### config.mk
export PLATFORM = sky130hd
export DESIGN_NAME = uart_rx
export DESIGN_NICKNAME = d
export VERILOG_FILES = /design/src/rtl/uart_rx.sv
export SDC_FILE = /design/constraint.sdc
export NUM_CORES = 1
export LEC_CHECK = 0
export CELL_PAD_IN_SITES_DETAIL_PLACEMENT = 1
export CELL_PAD_IN_SITES_GLOBAL_PLACEMENT = 1
export CORE_MARGIN = 2
export CORE_UTILIZATION = 50
export DETAILED_ROUTE_END_ITERATION = 12
export DONT_BUFFER_PORTS = 1
export PLACE_DENSITY_LB_ADDON = 0.05
export SYNTH_ARGS = -nofsm -noshare
export SYNTH_HDL_FRONTEND = slang
export SYNTH_SLANG_ARGS = --single-unit
### constraint.sdc
create_clock -name CLK -period 6.4 [get_ports CLK]
set_input_delay 0.64 -clock CLK [delete_from_list [all_inputs] [get_ports CLK]]
set_output_delay 0.64 -clock CLK [all_outputs]
set_load 0.02 [all_outputs]
### src/rtl/uart_rx.sv
// Oversampled UART receiver: majority-voted bit sampling, LSB-first deserialization,
// optional even/odd parity and stop-bit checking with one-cycle result strobes.
module uart_rx #(
    parameter int DATA_WIDTH = 8
) (
    input  logic                  CLK,
    input  logic                  RST,
    input  logic                  RX_IN,
    input  logic [5:0]            PRESCALE,
    input  logic                  PAR_EN,
    input  logic                  PAR_TYP,
    output logic [DATA_WIDTH-1:0] P_DATA,
    output logic                  data_valid,
    output logic                  par_err,
    output logic                  stp_err,
    output logic                  busy
);
    // state  | meaning
    // IDLE   | line idle, waiting for a low level (start detection = edge 0)
    // START  | checking start bit, glitch aborts back to IDLE
    // DATA   | shifting in DATA_WIDTH payload bits LSB-first
    // PARITY | comparing received parity bit against payload
    // STOP   | checking stop bit, strobes raised on exit
    localparam logic [2:0] S_IDLE   = 3'd0;
    localparam logic [2:0] S_START  = 3'd1;
    localparam logic [2:0] S_DATA   = 3'd2;
    localparam logic [2:0] S_PARITY = 3'd3;
    localparam logic [2:0] S_STOP   = 3'd4;

    localparam int BW = (DATA_WIDTH > 1) ? $clog2(DATA_WIDTH) : 1;
    localparam logic [BW-1:0] LAST_BIT = BW'(DATA_WIDTH - 1);

    logic [2:0]            state;
    logic [5:0]            edge_cnt;
    logic [5:0]            p_lat;
    logic                  par_en_l;
    logic                  par_typ_l;
    logic [BW-1:0]         bit_cnt;
    logic [DATA_WIDTH-1:0] shift_reg;
    logic                  s0;
    logic                  s1;
    logic                  bit_val;
    logic                  par_bad;

    logic [5:0] half;
    logic       edge_last;
    logic       prescale_ok;
    logic       frame_bad_par;

    assign half          = {1'b0, p_lat[5:1]};
    assign edge_last     = (edge_cnt == (p_lat - 6'd1));
    assign prescale_ok   = (PRESCALE == 6'd8) || (PRESCALE == 6'd16) || (PRESCALE == 6'd32);
    assign frame_bad_par = par_en_l & par_bad;
    assign busy          = (state != S_IDLE);

    always_ff @(posedge CLK or negedge RST) begin
        if (!RST) begin
            state      <= S_IDLE;
            edge_cnt   <= 6'd0;
            p_lat      <= 6'd8;
            par_en_l   <= 1'b0;
            par_typ_l  <= 1'b0;
            bit_cnt    <= '0;
            shift_reg  <= '0;
            s0         <= 1'b1;
            s1         <= 1'b1;
            bit_val    <= 1'b1;
            par_bad    <= 1'b0;
            P_DATA     <= '0;
            data_valid <= 1'b0;
            par_err    <= 1'b0;
            stp_err    <= 1'b0;
        end else begin
            data_valid <= 1'b0;
            par_err    <= 1'b0;
            stp_err    <= 1'b0;
            if (state == S_IDLE) begin
                // The detecting cycle already counts as edge 0 of the start bit.
                if (!RX_IN) begin
                    state     <= S_START;
                    edge_cnt  <= 6'd1;
                    p_lat     <= prescale_ok ? PRESCALE : 6'd8;
                    par_en_l  <= PAR_EN;
                    par_typ_l <= PAR_TYP;
                    bit_cnt   <= '0;
                    par_bad   <= 1'b0;
                end
            end else begin
                edge_cnt <= edge_last ? 6'd0 : edge_cnt + 6'd1;
                if (edge_cnt == half - 6'd1) s0 <= RX_IN;
                if (edge_cnt == half)        s1 <= RX_IN;
                if (edge_cnt == half + 6'd1) bit_val <= (s0 & s1) | (s0 & RX_IN) | (s1 & RX_IN);
                if (edge_last) begin
                    case (state)
                        S_START: state <= bit_val ? S_IDLE : S_DATA;
                        S_DATA: begin
                            shift_reg <= {bit_val, shift_reg[DATA_WIDTH-1:1]};
                            if (bit_cnt == LAST_BIT) begin
                                bit_cnt <= '0;
                                state   <= par_en_l ? S_PARITY : S_STOP;
                            end else begin
                                bit_cnt <= bit_cnt + 1'b1;
                            end
                        end
                        S_PARITY: begin
                            par_bad <= (bit_val != ((^shift_reg) ^ par_typ_l));
                            state   <= S_STOP;
                        end
                        S_STOP: begin
                            stp_err    <= ~bit_val;
                            par_err    <= frame_bad_par;
                            data_valid <= bit_val & ~frame_bad_par;
                            if (bit_val && !frame_bad_par) P_DATA <= shift_reg;
                            state      <= S_IDLE;
                        end
                        default: state <= S_IDLE;
                    endcase
                end
            end
        end
    end
endmodule

* Yosys cells after proc, flatten, opt, wreduce, memory -nomap -nowiden
Cells that the tools add are included.
** Word-level totals
- Register bits :: 43
- Logic and storage cells :: 95
** Cells by class
- Add/sub/neg operators :: 5
- Eq/ne operators :: 15
- Mux-type cells :: 29
- Bitwise logic cells :: 12
- Reductions and logical operators :: 19
** Operator list (number)
- two-way mux 3 bit :: 10
- two-way mux 6 bit :: 4
- == test 6 bit :: 3
- two-way mux 1 bit :: 13
- AND reduction 3 bit :: 4
- one-hot mux 3 bit (3 select lines) :: 1
- AND reduction 2 bit :: 4
- XOR reduction 8 bit :: 1
- adder 5 x 1 -> 6 bit, second input constant :: 1
- adder 6 x 1 -> 6 bit, second input constant :: 1
- == test 3 x 2 -> 1 bit, second input constant :: 2
- == test 3 bit, second input constant :: 2
- == test 6 x 4 -> 1 bit, second input constant :: 1
- == test 6 x 5 -> 1 bit :: 1
- == test 6 x 5 -> 1 bit, second input constant :: 1
- == test 6 bit, second input constant :: 1
- nonzero test 2 bit :: 3
- subtractor 5 x 1 -> 6 bit, second input constant :: 1
- subtractor 6 x 1 -> 6 bit, second input constant :: 1
- AND 1 bit :: 5
- inverter 1 bit :: 4
- AND reduction 4 bit :: 1
- adder 3 x 1 -> 3 bit, second input constant :: 1
- == test 3 x 1 -> 1 bit, second input constant :: 1
- 11 further kinds :: 13

* Longest topological paths before layout
Gate-level depths: netlist of the first run.
- Depth in word-level cells :: 6
- Gate-level depth with buffers :: 10
- Mapped depth without buffers :: 8

* Worst setup path before layout of the first run
Ideal clock, no wire load.
- Path kind :: register -> register
- Start point :: register p_lat[2]
- End point :: register P_DATA[0]
- Library setup time :: 0.125 ns
- Arrival :: 2.203 ns
- Data required time :: 6.275 ns
- Path slack :: 4.072 ns
- Stages on the path, launching flop included :: 11
- Path through :: dfrtp_1 > buf_2 > inv_2 > ha_1 > nor3b_2 > nand2_1 > xnor2_2 > a2111oi_4 > and3_1 > buf_6 > mux2_4
** On the way
- Cells in the longest elaborated chain, start to end :: 3
** RTL lines
- from (decl) :: RTL line 35 : logic [5:0] p_lat;
- from (signal assigned) :: RTL line 82 : p_lat <= prescale_ok ? PRESCALE : 6'd8;
- subtractor 6 x 1 -> 6 bit :: RTL line 51 : assign edge_last = (edge_cnt == (p_lat - 6'd1));
- == test 6 bit :: RTL line 51
- AND reduction 4 bit (no line)
- to (signal assigned) :: RTL line 113 : if (bit_val && !frame_bad_par) P_DATA <= shift_reg;
- to (decl) :: RTL line 12 : output logic [DATA_WIDTH-1:0] P_DATA,
No other way between the ends.
A chain may end at the register's enable or synchronous reset.

* Worst setup path after layout of the first run
- Start point :: register p_lat[2]
- End point :: register P_DATA[3]
The elaborated chain is that of the path after synthesis.

==> results of run 1 <==
power breakdown:
part	switching, mW	internal (mW)
registers	0.133	0.348
logic	0.295	0.259
clock network	0.0955	0.126
total	0.523	0.733
layer usage:
layer	up-vias	wire length [µm]	track usage
met2	23	2480	0.312
met5	-	0	0
li1	806	-	-
met3	8	143	0.0391
met1	827	2650	0.284
met4	0	72	0.0655
worst max-delay path, delay by kind of cell, from the launching register on:
family          cells  cell delay (ps)
simple gates        3              950
compound gates      1              570
flops               1              490
mux                 1              350
fa+ha+maj           1              290
xor+xnor            1              150
buf+inv             1              140
per-stage QoR:
stage	hold slack (ps)	instances
after global placement	346	297
after global routing	5.47	305
after detailed placement	346	297
after floorplan	344	242
after CTS	13.6	305
final	26.6	305
cells in the final DEF (no fill, tap or decap), types with 4 or more instances in the layout:
| master | n |
|---|---|
| a21oi_1 | 5 |
| clkbuf_8 | 6 |
| dfrtp_1 | 39 |
| dfstp_2 | 4 |
| ha_1 | 7 |
| inv_1 | 8 |
| mux2_2 | 4 |
| mux2_4 | 15 |
| mux2i_1 | 4 |
| nand2_1 | 28 |
| nand2b_1 | 6 |
| nand3_1 | 9 |
| nor2_1 | 18 |
| o21ai_0 | 7 |
| xnor2_1 | 13 |
| xor2_1 | 10 |
kinds of logic after synthesis:
kind of cell    after synthesis
fa+ha+maj                     7
simple gates                 85
compound gates               29
buf+inv                      25
xor+xnor                     28
flops                        43
mux                          25
worst max-delay path by stage:
stage           endpoint  slack (ps)  cells past startpoint
3_5_place_dp   P_DATA[7]        3350                      8
2_1_floorplan  P_DATA[0]        4070                     10
4_1_cts        P_DATA[5]        3350                      8
3_3_place_gp   P_DATA[6]        3510                      8
6_report       P_DATA[3]        3350                      8
5_1_grt        P_DATA[5]        3130                      8
final cells by class:
class	instances	area [µm²]
fillers	566	2380
multi-input cells	174	1370
flip-flops and latches	43	1080
well taps	70	87.6
clock buffers	6	82.6
clock inverters	2	35.0
inverters	9	33.8
repair buffers	1	7.51
==> results.cfg, run 1 <==
[run_status]
status = complete, no violations

[clock_tree]
htree_num_levels = 2
cts_buffers = 5
cts.hold.buffers_added = 0
cts_buffer_depth = 2
cts_setup_buffers = 0
cts_sinks = 43
cts_root_buffer = clkbuf_8
clk_latency_ps = 300
tritoncts = done
ctsResizeCount = 0
clk_pin_slew_worst_paths_ps = 90

[die]
placementRows = 26
ios = 23
design.die.area_um2 = 5850
die_h_um = 76.5
core_area_um2 = 5070
start_util = 0.517
die_x_um = 76.5

[yosys]
synth_xor_area_frac = 0.112
synthCells = 242
ys_seq_elements = 43
async_reset_ff_frac = 1.00
yosysTopAreaCell = dfrtp_1
synth.avg_cell_area_um2 = 10.8
ys.warnings.count = 0
synth.most_common_cell = dfrtp_1
yosysSeqAreaShare = 0.412
synth_top_family_by_area = simple AND/OR/NAND/NOR gates
yosys_most_used_dff = dfrtp_1
synth.area.top_cells = dfrtp_1 37%, mux2_4 8.6%, xnor2_1 4.3%, dfstp_2 4.0%, nand2_1 4.0%
syn_nets = 260
synthSimpleGateAreaFrac = 0.168
yosysTopAreaCellShare = 0.372
synth_edf_count = 0
synthesis.area_um2 = 2630
ys_types = 50
synthAdderAreaFrac = 0.0334
synth-compound-area-share = 0.0815
synth_mux_area_frac = 0.127
synth_commonest_cells = 39 x dfrtp_1, 28 x nand2_1, 18 x nor2_1, 15 x mux2_4, 13 x xnor2_1

[drt]
viasPerCell = 5.46
drcViolationCount = 0
num_vias = 1664
drt_iter0_drc = 112
wl_mm = 5.34
ant_nets = 0
drtPass1Iterations = 4
wire_per_inst_um = 17.5

[sta]
worst_slew_pin_slew_ps = 771
fin_ws_ps = 3350
fin_setup_tns_ps = 0
max_freq_mhz = 328
final.min_clock_period_ps = 3050
hold_viol_final = 0
drv_slew = 0
setup_viol = 0
period_share = 0.476
grt_setup_unrepaired = no
final.setup_skew_ps = 9.33
slew_headroom = 0.484

[cells_and_area]
fin_nets = 252
n_antenna_cell = 0
final_layout_size_suffix_gt1_frac = 0.196
fin_area_um2 = 2700
area_growth_pct = 2.76
fin_util = 0.532

[setup_path]
path_cells = inv_2 > ha_1 > nor3b_2 > nand2_1 > xnor2_2 > a2111oi_4 > and3_1 > mux2_4
r2r_cells = 8
path_class = flop to flop
max_stage_delay_ps = 600
crit_path_max_fanout = 13
r2r_setup_slack_ps = 3350
r2r-end = P_DATA[3]
startpoint = p_lat[2]
worstSetupEndpointType = flop
worstPathRequired_ps = 6590
worstSetupStartpointType = flop
critPathArrivalTime_ps = 3240
r2r-start = p_lat[2]
cp_slowest_cell = and3_1

[grt]
antenna_found_initial = 0
grt_pass1_wl_mm = 9.20
overflow = 0
grt_use_total = 0.201
grt_start_max_net_pins = 44
grt_pass1_vias = 1778

[place]
dp_slack_ps = 3350
placedInstanceArea_um2 = 2580
place.gp.congestion = 0.815
dp.final_hpwl_mm = 4.00
portBuffers = 0

[power]
power_density_nw_per_um2 = 466
max-vdd-ir-drop_mv = 0.289
leakagePower_nw = 1.22
power_mw = 1.26

[flow_run]
maxCapViolations = 0

[hold_path]
hold_class = primary input to asynchronous set/reset pin
(Power assumes the default switching activity.)
==> run 2, diff against run 1 <==
Clock period 6.4 ns to 3.16 ns, I/O delays scaled along.
==> run 2 against run 1 <==
Effect of this change:
- utilization grew 0.39 points
- sequential power grew 100%
- hold slack gained 99 ps
- highest routed layer unchanged
- first-iteration DRC count shrank 56%
- design area grew 0.74%
- global-route usage grew 1.2 points
- largest power group unchanged
- critical path depth is the same
- non-clock buffer count grew 4
==> results.cfg, run 2 (same netlist as run 1, synthesis figures left out) <==
[die]
ios = 23
start_util = 0.517
die_x_um = 76.5
core_area_um2 = 5070
design.die.area_um2 = 5850
die_h_um = 76.5
placementRows = 26

[sta]
grt_setup_unrepaired = no
worst_slew_pin_slew_ps = 523
final.min_clock_period_ps = 2760
max_freq_mhz = 362
setup_viol = 0
slew_headroom = 0.652
fin_ws_ps = 401
final.setup_skew_ps = 7.50
hold_viol_final = 0
period_share = 0.873
fin_setup_tns_ps = 0
drv_slew = 0

[hold_path]
min_from = PAR_TYP
hold_class = primary input to flop

[drt]
drtPass1Iterations = 4
wl_mm = 5.62
ant_nets = 0
wire_per_inst_um = 18.2
viasPerCell = 5.56
drcViolationCount = 0
drt_iter0_drc = 49
num_vias = 1717

[grt]
antenna_found_initial = 0
grt_use_total = 0.213
grt_pass1_vias = 1861
grt_start_max_net_pins = 44
overflow = 0
grt_pass1_wl_mm = 9.69

[place]
portBuffers = 0
dp_slack_ps = 369
dp.final_hpwl_mm = 4.19
place.gp.congestion = 0.801

[cells_and_area]
layout.cells.most_common = dfrtp_1
n_antenna_cell = 0
layout_common_cells = 39 x dfrtp_1, 28 x nand2_1, 18 x nor2_1
area_growth_pct = 3.53
final_layout_size_suffix_gt1_frac = 0.201
fin_nets = 256

[setup_path]
path_class = flop to flop
cp_slowest_cell = and3_1
max_stage_delay_ps = 570
r2r-start = p_lat[1]
startpoint = p_lat[1]
crit_path_max_fanout = 8
worstSetupEndpointType = flop
worstSetupStartpointType = flop
path_cells = inv_1 > ha_1 > nor3b_2 > nand2_1 > xnor2_2 > a2111oi_4 > and3_1 > mux2_4
critPathArrivalTime_ps = 2950
worstPathRequired_ps = 3350

[power]
p_clk_frac = 0.141
power_mw = 2.48
seqPwrFrac = 0.388
power_density_nw_per_um2 = 914
p_sw_mw = 1.09
internal-power_mw = 1.40
comb_power_share = 0.470
sw_frac_of_total = 0.438
leakagePower_nw = 1.23
max-vdd-ir-drop_mv = 0.454

[clock_tree]
cts_root_buffer = clkbuf_8
cts_sinks = 43
cts_buffer_depth = 2
clk_latency_ps = 300
clk_pin_slew_worst_paths_ps = 80
tritoncts = done
htree_num_levels = 2
cts_buffers = 5
cts_setup_buffers = 0

[run_status]
status = complete, no violations

[flow_run]
maxCapViolations = 0
[run 2: changes by cell type in the layout (fill, tap and decap cells not counted), sizes merged]
cell	previous run	this run
clkinvlp	0	1
dlygate4sd3	0	1
bufinv	1	0
buf	1	4
[run 2: stage by stage]
step | std cells | instance area (µm²) | hold slack (ps) | utilization
6_report | 309 | 2720 | 126 | 0.536
5_1_grt | 309 | 2720 | 120 | 0.536
4_1_cts | 309 | 2720 | 112 | 0.536
3_5_place_dp | 299 | 2590 | 21.5 | 0.511
3_3_place_gp | 299 | 2590 | 21.6 | 0.511
2_1_floorplan | 242 | 2630 | 20.4 | -
[run 2: what timing repair did]
action	4_1_cts	5_1_grt
gates resized for setup	0	0
hold buffers	2	0
hold endpoints to repair	43	0
[run 2: layer usage]
layer / GRT usage / part of all wire
met1: 0.277 / 0.45
met2: 0.363 / 0.51
met3: 0.0462 / 0.025
met4: 0.0545 / 0.011
met5: 0 / 0
[run 2: power by group through the flow]
| stage | sequential [mW] | combinational (mW) | clock (mW) |
|---|---|---|---|
| 3_5_place_dp | 0.976 | 1.15 | 0 |
| 5_1_grt | 0.999 | 1.30 | 0.389 |
| 6_report | 0.964 | 1.17 | 0.351 |
| 2_1_floorplan | 0.811 | 1.12 | 0 |
| 3_3_place_gp | 0.951 | 1.08 | 0 |
| 4_1_cts | 0.964 | 1.18 | 0.363 |
[run 2: final cells by class]
cell class / instances / area, µm²
Clock inverter: 2 / 12.5
Fill cell: 568 / 2360
Tap cell: 70 / 87.6
Multi-Input combinational cell: 174 / 1370
Timing Repair Buffer: 5 / 60.1
Clock buffer: 6 / 72.6
Inverter: 9 / 33.8
Sequential cell: 43 / 1080
[run 2: worst paths after layout]
kind / end / slack, ps / depth (start not counted)
setup / recovery: P_DATA[5] / 400 / 8
hold / removal: par_typ_l / 130 / 2
setup reg to reg: P_DATA[5] / 400 / 8
hold reg to reg: bit_val / 530 / 2
max in group asynchronous: p_lat[3] / 2370 / 2
min in group asynchronous: par_en_l / 510 / 2
[run 2: worst max-delay path, delay by kind of cell (launching register included)]
kind,cells,cell delay [ps]
adder cells (fa/ha/maj),1,280
AND/OR/NAND/NOR,3,910
multiplexers,1,350
XOR/XNOR,1,160
buffers and inverters,1,160
flip-flops,1,440
AO/OA/AOI/OAI,1,340
==> run 3, diff against run 2 <==
Settings changed: ABC_AREA set to 1, CORE_UTILIZATION 50 to 47, GPL_ROUTABILITY_DRIVEN set to 0, SLEW_MARGIN set to 20.
==> run 3 against run 2 <==
Effect of this change:
- clock power rose by 4%
- wire length rose by 12%
- clock skew barely moved
- register-to-register slack improved by 690 ps
- flip-flop and latch count did not move
- worst setup slack improved by 690 ps
- non-clock buffer count fell by 3
==> results.cfg, run 3 <==
[place]
placedInstanceArea_um2 = 2690
portBuffers = 0
dp.cells = 417
dp_slack_ps = 1110
dp.final_hpwl_mm = 4.97

[cells_and_area]
fin_area_um2 = 2810
n_antenna_cell = 0
finalNonFillerCells = 427
layout.cells.most_common = nand2_1
multi_input_area_um2 = 1320
area_growth_pct = 7.05
fin_nets = 372
final_layout_size_suffix_gt1_frac = 0.113
fin_util = 0.517
fillers = 695
regArea_um2 = 1080
layout_common_cells = 116 x nand2_1, 47 x inv_1, 39 x dfrtp_1

[setup_path]
worstSetupEndpointType = flop
path_cells = inv_1 > ha_1 > inv_1 > nand2_1 > nand2_1 > nor2_1 > nand3_1 > nor2_4 > nand4_2 > nand2_1 > nand2_1
max_stage_delay_ps = 440
path_class = flop to flop
cp_slowest_cell = dfrtp_1
worstPathRequired_ps = 3350
worstSetupStartpointType = flop
critPathArrivalTime_ps = 2260
crit_path_max_fanout = 8
cp_common_cell = nand2_1

[clock_tree]
clk_latency_ps = 300
cts_sinks = 43
cts.hold.buffers_added = 2
htree_num_levels = 2
ctsResizeCount = 0
cts_root_buffer = clkbuf_8
tritoncts = done
cts_buffers = 5
cts_setup_buffers = 0
cts_buffer_depth = 2
clk_pin_slew_worst_paths_ps = 90

[grt]
antenna_found_initial = 0
grt_start_max_net_pins = 44
overflow = 0
grt_pass1_vias = 2184
grt_use_total = 0.225
grt_pass1_wl_mm = 10.9

[drt]
wl_mm = 6.30
drcViolationCount = 0
drt_iter0_drc = 58
wire_per_inst_um = 14.7
num_vias = 2190
ant_nets = 0
viasPerCell = 5.13
drtPass1Iterations = 4

[yosys]
yosysTopAreaCellShare = 0.372
synthSimpleGateAreaFrac = 0.338
synth-compound-area-share = 0.0891
synthAdderAreaFrac = 0.0334
yosysSeqAreaShare = 0.412
yosys_most_used_dff = dfrtp_1
synthesis.area_um2 = 2630
ys.warnings.count = 0
syn_nets = 367
yosysTopAreaCell = dfrtp_1
synth_top_family_by_area = simple AND/OR/NAND/NOR gates
synth.area.top_cells = dfrtp_1 37%, nand2_1 17%, inv_1 6.7%, nand3_1 6.1%, dfstp_2 4.0%
synth_xor_area_frac = 0.0434
synth_edf_count = 0
synth.avg_cell_area_um2 = 7.52
synth_mux_area_frac = 0
ys_types = 34
ys_seq_elements = 43
synthCells = 349
synth.most_common_cell = nand2_1
async_reset_ff_frac = 1.00
synth_commonest_cells = 116 x nand2_1, 47 x inv_1, 39 x dfrtp_1, 32 x nand3_1, 23 x nor2_1

[power]
power_density_nw_per_um2 = 658
comb_power_share = 0.384
internal-power_mw = 1.05
sw_frac_of_total = 0.435
max-vdd-ir-drop_mv = 0.362
p_clk_frac = 0.197
seqPwrFrac = 0.419
leakagePower_nw = 1.43
p_sw_mw = 0.804

[sta]
slew_headroom = 0.633
final.min_clock_period_ps = 2060
max_freq_mhz = 484
worst_slew_pin_slew_ps = 546
setup_viol = 0
fin_setup_tns_ps = 0
hold_viol_final = 0
drv_slew = 0
period_share = 0.653
fin_ws_ps = 1100
final.setup_skew_ps = 7.69
grt_setup_unrepaired = no

[flow_run]
maxCapViolations = 0

[die]
start_util = 0.483
core_area_um2 = 5440
die_x_um = 78.7
ios = 23
die_h_um = 78.7
design.die.area_um2 = 6200
placementRows = 27

[run_status]
status = complete, no violations

[hold_path]
hold_class = primary input to flop
run 3: cell types whose count changed in the layout (fill, tap and decap cells not counted), sizes merged, moves of 4 or more:
cell,delta
o211ai,-4
xnor2,-10
nand3,+28
nand2b,-6
nor2,+9
nand2,+92
xor2,-5
inv,+42
mux2,-21
mux2i,-4
o21ai,+15
run 3: per-layer routing:
metal | track usage | up-vias | share of wire
li1 | - | 1109 | -
met1 | 0.327 | 1044 | 0.51
met2 | 0.352 | 31 | 0.45
met3 | 0.0364 | 6 | 0.035
met4 | 0.0526 | 0 | 0.0086
met5 | 0 | - | 0
run 3: critical path, delay by kind of cell (launching register included):
kind / cells / cell delay, ps
simple gates: 8 / 990
fa+ha+maj: 1 / 330
flops: 1 / 440
buf+inv: 2 / 190
run 3: kinds of logic (layout without fill, tap and decap cells):
| kind of cell | after synthesis | count (layout) |
|---|---|---|
| buffers and inverters | 55 | 61 |
| and+or+nand+nor | 193 | 193 |
| AOI/OAI and AO/OA | 38 | 38 |
| DFF | 43 | 43 |
| adders and majority gates | 7 | 7 |
| xor gates and xnor gates | 13 | 13 |
run 3: stage by stage:
step | total power [mW] | hold WS [ps]
2_1_floorplan | 1.30 | 20.4
3_3_place_gp | 1.46 | 21.3
3_5_place_dp | 1.49 | 21.3
4_1_cts | 1.87 | 128
5_1_grt | 2.00 | 128
6_report | 1.85 | 134
run 3: cell type report:
| class | instances | share of cell area |
|---|---|---|
| Sequential cell | 43 | 0.385 |
| Multi-Input combinational cell | 251 | 0.471 |
| Clock buffer | 5 | 0.0245 |
| Clock inverter | 3 | 0.00890 |
| Tap cell | 72 | 0.0321 |
| Inverter | 51 | 0.0681 |
| Timing Repair Buffer | 2 | 0.0107 |
run 3: power by group through the flow:
stage          sequential [mW]  combinational, mW  clock [mW]
6_report                 0.774              0.710       0.365
3_5_place_dp             0.787              0.699           0
2_1_floorplan            0.734              0.561           0
5_1_grt                  0.792              0.810       0.394
4_1_cts                  0.775              0.720       0.378
3_3_place_gp             0.783              0.677           0
run 3: final timing paths:
check / endpoint / startpoint / slack, ps / cells after the start
max in group asynchronous: bit_val / RST / 2410 / 2
hold / removal: par_en_l / PAR_EN / 130 / 2
min in group asynchronous: edge_cnt[3] / RST / 470 / 2
setup reg to reg: P_DATA[1] / p_lat[1] / 1100 / 11
setup / recovery: P_DATA[1] / p_lat[1] / 1100 / 11
hold reg to reg: par_typ_l / par_typ_l / 500 / 2
